## src/rtl/pc_sequencer.sv

```systemverilog
// Next-PC selector (boot / mret / irq / branch / sequential) with interrupt context; outputs are same-cycle combinational.
// Tick=0 or stall=1 hold the PC; define PC_IRQ_NEST_EN for a 3-deep nested interrupt context stack.
module pc_sequencer #(
  parameter int unsigned           NrOfBits    = 32,
  parameter logic [NrOfBits-1:0]   ResetVector = '0,
  parameter logic [NrOfBits-1:0]   IrqBase     = NrOfBits'(32'h0000_1000)
) (
  input  logic                Clock,
  input  logic                Reset,
  input  logic                Tick,
  input  logic [NrOfBits-1:0] pc_cur,
  input  logic                stall,
  input  logic                br_taken,
  input  logic [NrOfBits-1:0] br_target,
  input  logic [2:0]          irq_req,
  input  logic                mret,
  input  logic                halt_req,
  input  logic                resume,
  output logic [NrOfBits-1:0] pc_next,
  output logic                pc_en,
  output logic                irq_ack,
  output logic [1:0]          irq_id,
  output logic [NrOfBits-1:0] epc,
  output logic                in_service,
  output logic                halted,
  output logic                mret_err
);

  typedef enum logic [1:0] {
    ST_BOOT   = 2'd0,
    ST_RUN    = 2'd1,
    ST_HALTED = 2'd2
  } state_t;

  state_t              state, state_nxt;
  logic [NrOfBits-1:0] pc_seq;
  logic [NrOfBits-1:0] ret_addr;
  logic [1:0]          irq_lvl;
  logic                irq_any;
  logic                can_accept;
  logic                ctx_push;
  logic                ctx_pop;

  // Highest-numbered pending request wins.
  always_comb begin
    irq_lvl = 2'd0;
    if (irq_req[2])      irq_lvl = 2'd2;
    else if (irq_req[1]) irq_lvl = 2'd1;
    else                 irq_lvl = 2'd0;
  end

  assign irq_any  = |irq_req;
  assign irq_id   = irq_lvl;
  assign pc_seq   = pc_cur + NrOfBits'(4);
  assign ret_addr = br_taken ? br_target : pc_seq;
  assign halted   = (state == ST_HALTED);

`ifdef PC_IRQ_NEST_EN
  logic [NrOfBits-1:0] epc_stk [3];
  logic [1:0]          lvl_stk [3];
  logic [1:0]          depth;
  logic [1:0]          top;

  assign top        = (depth == 2'd0) ? 2'd0 : depth - 2'd1;
  assign in_service = (depth != 2'd0);
  assign epc        = epc_stk[top];
  // A new request must strictly outrank the innermost level in service.
  assign can_accept = (depth != 2'd3) && (!in_service || (irq_lvl > lvl_stk[top]));

  always_ff @(posedge Clock or posedge Reset) begin
    if (Reset) begin
      depth <= 2'd0;
      for (int i = 0; i < 3; i++) begin
        epc_stk[i] <= '0;
        lvl_stk[i] <= 2'd0;
      end
    end else if (ctx_push) begin
      epc_stk[depth] <= ret_addr;
      lvl_stk[depth] <= irq_lvl;
      depth          <= depth + 2'd1;
    end else if (ctx_pop) begin
      depth <= depth - 2'd1;
    end
  end
`else
  logic [NrOfBits-1:0] epc_q;
  logic                svc_q;

  assign in_service = svc_q;
  assign epc        = epc_q;
  assign can_accept = !svc_q;

  always_ff @(posedge Clock or posedge Reset) begin
    if (Reset) begin
      epc_q <= '0;
      svc_q <= 1'b0;
    end else if (ctx_push) begin
      epc_q <= ret_addr;
      svc_q <= 1'b1;
    end else if (ctx_pop) begin
      svc_q <= 1'b0;
    end
  end
`endif

  always_ff @(posedge Clock or posedge Reset) begin
    if (Reset) state <= ST_BOOT;
    else       state <= state_nxt;
  end

  // Everything is gated by Reset so no pulse leaks out during the reset cycle.
  always_comb begin
    state_nxt = state;
    pc_next   = pc_seq;
    pc_en     = 1'b0;
    irq_ack   = 1'b0;
    mret_err  = 1'b0;
    ctx_push  = 1'b0;
    ctx_pop   = 1'b0;
    if (Tick && !Reset) begin
      case (state)
        ST_BOOT: begin
          pc_next   = ResetVector;
          pc_en     = 1'b1;
          state_nxt = ST_RUN;
        end
        ST_RUN: begin
          if (!stall) begin
            if (halt_req) begin
              state_nxt = ST_HALTED;
            end else begin
              pc_en = 1'b1;
              if (mret) begin
                if (in_service) begin
                  pc_next = epc;
                  ctx_pop = 1'b1;
                end else begin
                  mret_err = 1'b1;
                end
              end else if (irq_any && can_accept) begin
                pc_next  = IrqBase + NrOfBits'({irq_lvl, 2'b00});
                irq_ack  = 1'b1;
                ctx_push = 1'b1;
              end else if (br_taken) begin
                pc_next = br_target;
              end
            end
          end
        end
        ST_HALTED: begin
          if (resume && !halt_req) state_nxt = ST_RUN;
        end
        default: state_nxt = ST_BOOT;
      endcase
    end
  end

endmodule

```

## config.mk

```make
export PLATFORM = sky130hd
export DESIGN_NAME = pc_sequencer
export DESIGN_NICKNAME = d
export VERILOG_FILES = /design/src/rtl/pc_sequencer.sv
export SDC_FILE = /design/constraint.sdc
export NUM_CORES = 1
export LEC_CHECK = 0
export CORE_UTILIZATION = 45
export CTS_CLUSTER_DIAMETER = 60
export DETAILED_ROUTE_END_ITERATION = 7
export PLACE_DENSITY_LB_ADDON = 0.05
export SETUP_SLACK_MARGIN = 0.5
export SYNTH_ARGS = -nofsm -noshare
export SYNTH_HDL_FRONTEND = slang
export SYNTH_SLANG_ARGS = --single-unit
```

## constraint.sdc

```tcl
create_clock -name Clock -period 4.3 [get_ports Clock]
set_input_delay 1.29 -clock Clock [delete_from_list [all_inputs] [get_ports Clock]]
set_output_delay 1.29 -clock Clock [all_outputs]
set_load 0.05 [all_outputs]
```

==> impl_metrics.tcl, run 1 <==
set metrics [dict create \
    status "stopped before the end" \
    flow.stopped_at "clock tree synthesis" \
    stop_error "[ERROR DPL-0038] Utilization greater than 100%, impossible to legalize" \
    synth_cell_types 62 \
    synth_top_area_share_pct 23.40 \
    synth_warnings 0 \
    synthArstFlopShare_pct 100.0 \
    syn_inst 523 \
    gp_congestion 0.9778 \
    cts_buffers 5 \
    avgSynthCellArea_um2 7.158 \
    ctsHoldBuffers 0 \
    ys_seq_area_share_pct 23.40 \
    ctsLongestPathBuffers 2 \
    post_cts_resized 324 \
    ctsHtreeMaxLevel 2 \
    ioPinCount 146 \
    synth_nets 599 \
    post-place-ws_ns -0.4378 \
    port_buffers 145 \
    synth_area_um2 3744 \
    synth_common_cells "nor2_1, nand2_1, o21ai_0, a21oi_1, dfrtp_1" \
    cts_root_buf "clkbuf_8" \
    placed_cell_area_um2 7030 \
    synth-main-ff-cell "dfrtp_1" \
    synth.most_common_cell "nor2_1" \
    synth-edff-count 0 \
    yosys.area.top_type "dfrtp_1" \
    postCtsSetupBuffers 34 \
    ys_top_cells_by_area "dfrtp_1, o21ai_0, nor2_1, a21oi_1, nand2_1" \
    clock_sinks 35 \
    rows 32 \
    dp.cells 859 \
    start_util_pct 47.46 \
    die_x_um 93.21 \
    ys_ff_latch 35 \
    place_hpwl_mm 13.80 \
    die_h_um 93.21 \
]
[kinds of logic after synthesis]
| kind of cell | Yosys count | share of synthesized area (%) |
|---|---|---|
| flip-flops | 35 | 23.40 |
| AO/OA/AOI/OAI | 179 | 30.92 |
| XOR/XNOR | 22 | 5.147 |
| AND/OR/NAND/NOR | 219 | 30.05 |
| multiplexers | 14 | 3.877 |
| buffers and inverters | 53 | 6.283 |
| adder cells (fa/ha/maj) | 1 | 0.3342 |
[metrics by stage]
stage | utilization (%) | hold WS, ns
detailed placement | 89.13 | 0.4964
global placement | 89.13 | 0.4806
floorplan | - | 0.5307
==> run 2, diff against run 1 <==
Settings changed: CORE_UTILIZATION 45 to 36, CTS_CLUSTER_DIAMETER 60 to not set, PLACE_DENSITY_LB_ADDON 0.05 to 0.15, SETUP_SLACK_MARGIN 0.5 to not set.
==> impl_metrics.tcl, run 2 <==
set metrics [dict create \
    crit_fanout 6 \
    fillerInstances 728 \
    drc_errors 0 \
    dp.cells 886 \
    hold_viol_final 0 \
    rows 36 \
    groute.usage.overall_pct 33.15 \
    clock_sinks 35 \
    powerDensity_nw_per_um2 420.2 \
    yosys.area.top_type "dfrtp_1" \
    final_common_cell "buf_4" \
    vias 5415 \
    ctsHoldBuffers 0 \
    status "finished clean" \
    finalPower_mw 3.087 \
    cts_root_buf "clkbuf_8" \
    synth_area_um2 3744 \
    synth-edff-count 0 \
    placed_cell_area_um2 6561 \
    grt_overflow 0 \
    hold_path.class "reg2reg" \
    core_area_um2 9910 \
    ant_nets 0 \
    worstPathCellList "clkdlybuf4s15_2 > nand4_4 > buf_6 > nor4_4 > buf_6 > buf_12 > mux2i_1 > a311oi_2 > o22ai_2 > buf_12" \
    synth-main-ff-cell "dfrtp_1" \
    grt_pass1_vias 5487 \
    fin_worst_skew_ns 0.006638 \
    synthArstFlopShare_pct 100.0 \
    place_hpwl_mm 12.61 \
    final_nets 855 \
    ioPinCount 146 \
    antenna_cells 0 \
    period_needed_ns 4.288 \
    clk_latency_ns 0.30 \
    start_kind "input port" \
    syn_inst 523 \
    crit_required_ns 3.01 \
    start_util_pct 37.78 \
    die_x_um 104.0 \
    ys_seq_area_share_pct 23.40 \
    rsz0062_at_grt "yes" \
    die_h_um 104.0 \
    crit_slowest_cell "nor4_4" \
    finalCritPeriodShare_pct 99.72 \
    area_growth_pct 96.22 \
    worst_path_largest_cell_delay_ns 0.26 \
    max_freq_mhz 233.2 \
    avgSynthCellArea_um2 7.158 \
    worst_ir_drop_vdd_v 0.0002770 \
    firstDrtPassIters 7 \
    slew_viol_final 0 \
    largest_reg_flops 32 \
    cts_buffers 5 \
    synth_cell_types 62 \
    synth_top_area_share_pct 23.40 \
    dieArea_um2 10810 \
    synth_warnings 0 \
    layout_common_cells "buf_4, clkdlybuf4s50_1, nor2_1" \
    setup.worst_path.end_class "primary output" \
    worstMarginPinSlew_ns 0.6645 \
    viasPerCell 5.931 \
    routed_wl_mm 18.31 \
    grt_max_degree 39 \
    layout-drive-gt1-share_pct 38.97 \
    instances_no_fill 913 \
    cts_tree "built" \
    synth_common_cells "nor2_1, nand2_1, o21ai_0, a21oi_1, dfrtp_1" \
    synth_nets 599 \
    dr.first_iter.drc_count 452 \
    leakagePower_nw 3.114 \
    antenna_found_initial 0 \
    ctsHtreeMaxLevel 2 \
    drv_cap 0 \
    gp_congestion 0.9682 \
    setup_violations 0 \
    port_buffers 145 \
    multiInputGateArea_um2 3193 \
    ff_latch_area_um2 875.8 \
    ys_ff_latch 35 \
    synth.most_common_cell "nor2_1" \
    path_clk_slew_ns 0.08 \
    grt_first_pass_wirelength_mm 28.52 \
    worstPathArrival_ns 3.00 \
    wl_per_cell_um 20.05 \
    ys_top_cells_by_area "dfrtp_1, o21ai_0, nor2_1, a21oi_1, nand2_1" \
    maxSlewHeadroom_pct 55.65 \
    path_class "in2out" \
    final_area_um2 7346 \
    ctsLongestPathBuffers 2 \
]
run 2: worst paths after layout:
path | end | depth (start not counted) | startpoint | slack, ns
worst max-delay path | pc_next[15] | 10 | pc_cur[9] | 0.01
worst min-delay path | epc[9] | 2 | epc[9] | 0.52
worst max register to register | epc[17] | 7 | state[1] | 1.75
worst min register to register | epc[9] | 2 | epc[9] | 0.52
max in group asynchronous | epc[31] | 3 | Reset | 2.54
min in group asynchronous | epc[28] | 2 | Reset | 1.00
run 2: power breakdown:
group | total (mW) | leakage, nW | internal, mW | switching (mW)
sequential | 0.648 | 0.453 | 0.474 | 0.174
combinational | 2.12 | 2.60 | 0.829 | 1.29
clock | 0.321 | 0.0581 | 0.173 | 0.148
run 2: timing repair:
action	4_1_cts	5_1_grt
buffers inserted	12	4
gates resized for setup	121	45
pin swaps	34	22
cloned	4	0
setup endpoints to repair	33	28
run 2: kinds of logic (layout without fill, tap and decap cells):
kind of cell    Yosys count  after routing  share of synthesized area [%]
fa+ha+maj                 1              1                         0.3342
buf+inv                  53            310                          6.283
mux                      14             14                          3.877
simple gates            219            219                          30.05
flops                    35             35                          23.40
compound gates          179            179                          30.92
xor+xnor                 22             22                          5.147
run 2: worst max-delay path: cells and delay by family:
| family | cells | cell delay (ns) |
|---|---|---|
| and+or+nand+nor | 2 | 0.38 |
| buffers and inverters | 5 | 0.82 |
| muxes | 1 | 0.21 |
| AOI/OAI and AO/OA | 2 | 0.28 |
run 2: area by class of cell:
class | instances | share of cell area, %
Clock inverter | 3 | 0.5962
Sequential cell | 35 | 11.92
Tap cell | 133 | 2.265
Clock buffer | 5 | 0.9368
Inverter | 12 | 0.6132
Timing Repair Buffer | 290 | 40.20
Multi-Input combinational cell | 435 | 43.47
run 2: through the flow:
step | hold WS [ns] | util, % | TNS (ns) | setup slack [ns]
after floorplan | 0.5202 | - | -0.06047 | -0.06047
after global placement | 0.4894 | 66.21 | -8.084 | -0.4102
after detailed placement | 0.4943 | 66.21 | -8.574 | -0.4451
after CTS | 0.5166 | 72.22 | -0.0005851 | -0.0005851
after global routing | 0.5321 | 74.13 | -0.1121 | -0.07578
final | 0.5153 | 74.13 | 0 | 0.01220
run 2: routing by layer:
layer	part of all wire [%]	wire length, µm	GRT usage, %
met2	48	8710	54.29
met4	3.7	680	16.53
met3	8.9	1629	6.642
met1	40	7285	41.38
met5	0	0	0
Power figures use the tool's default switching activity.
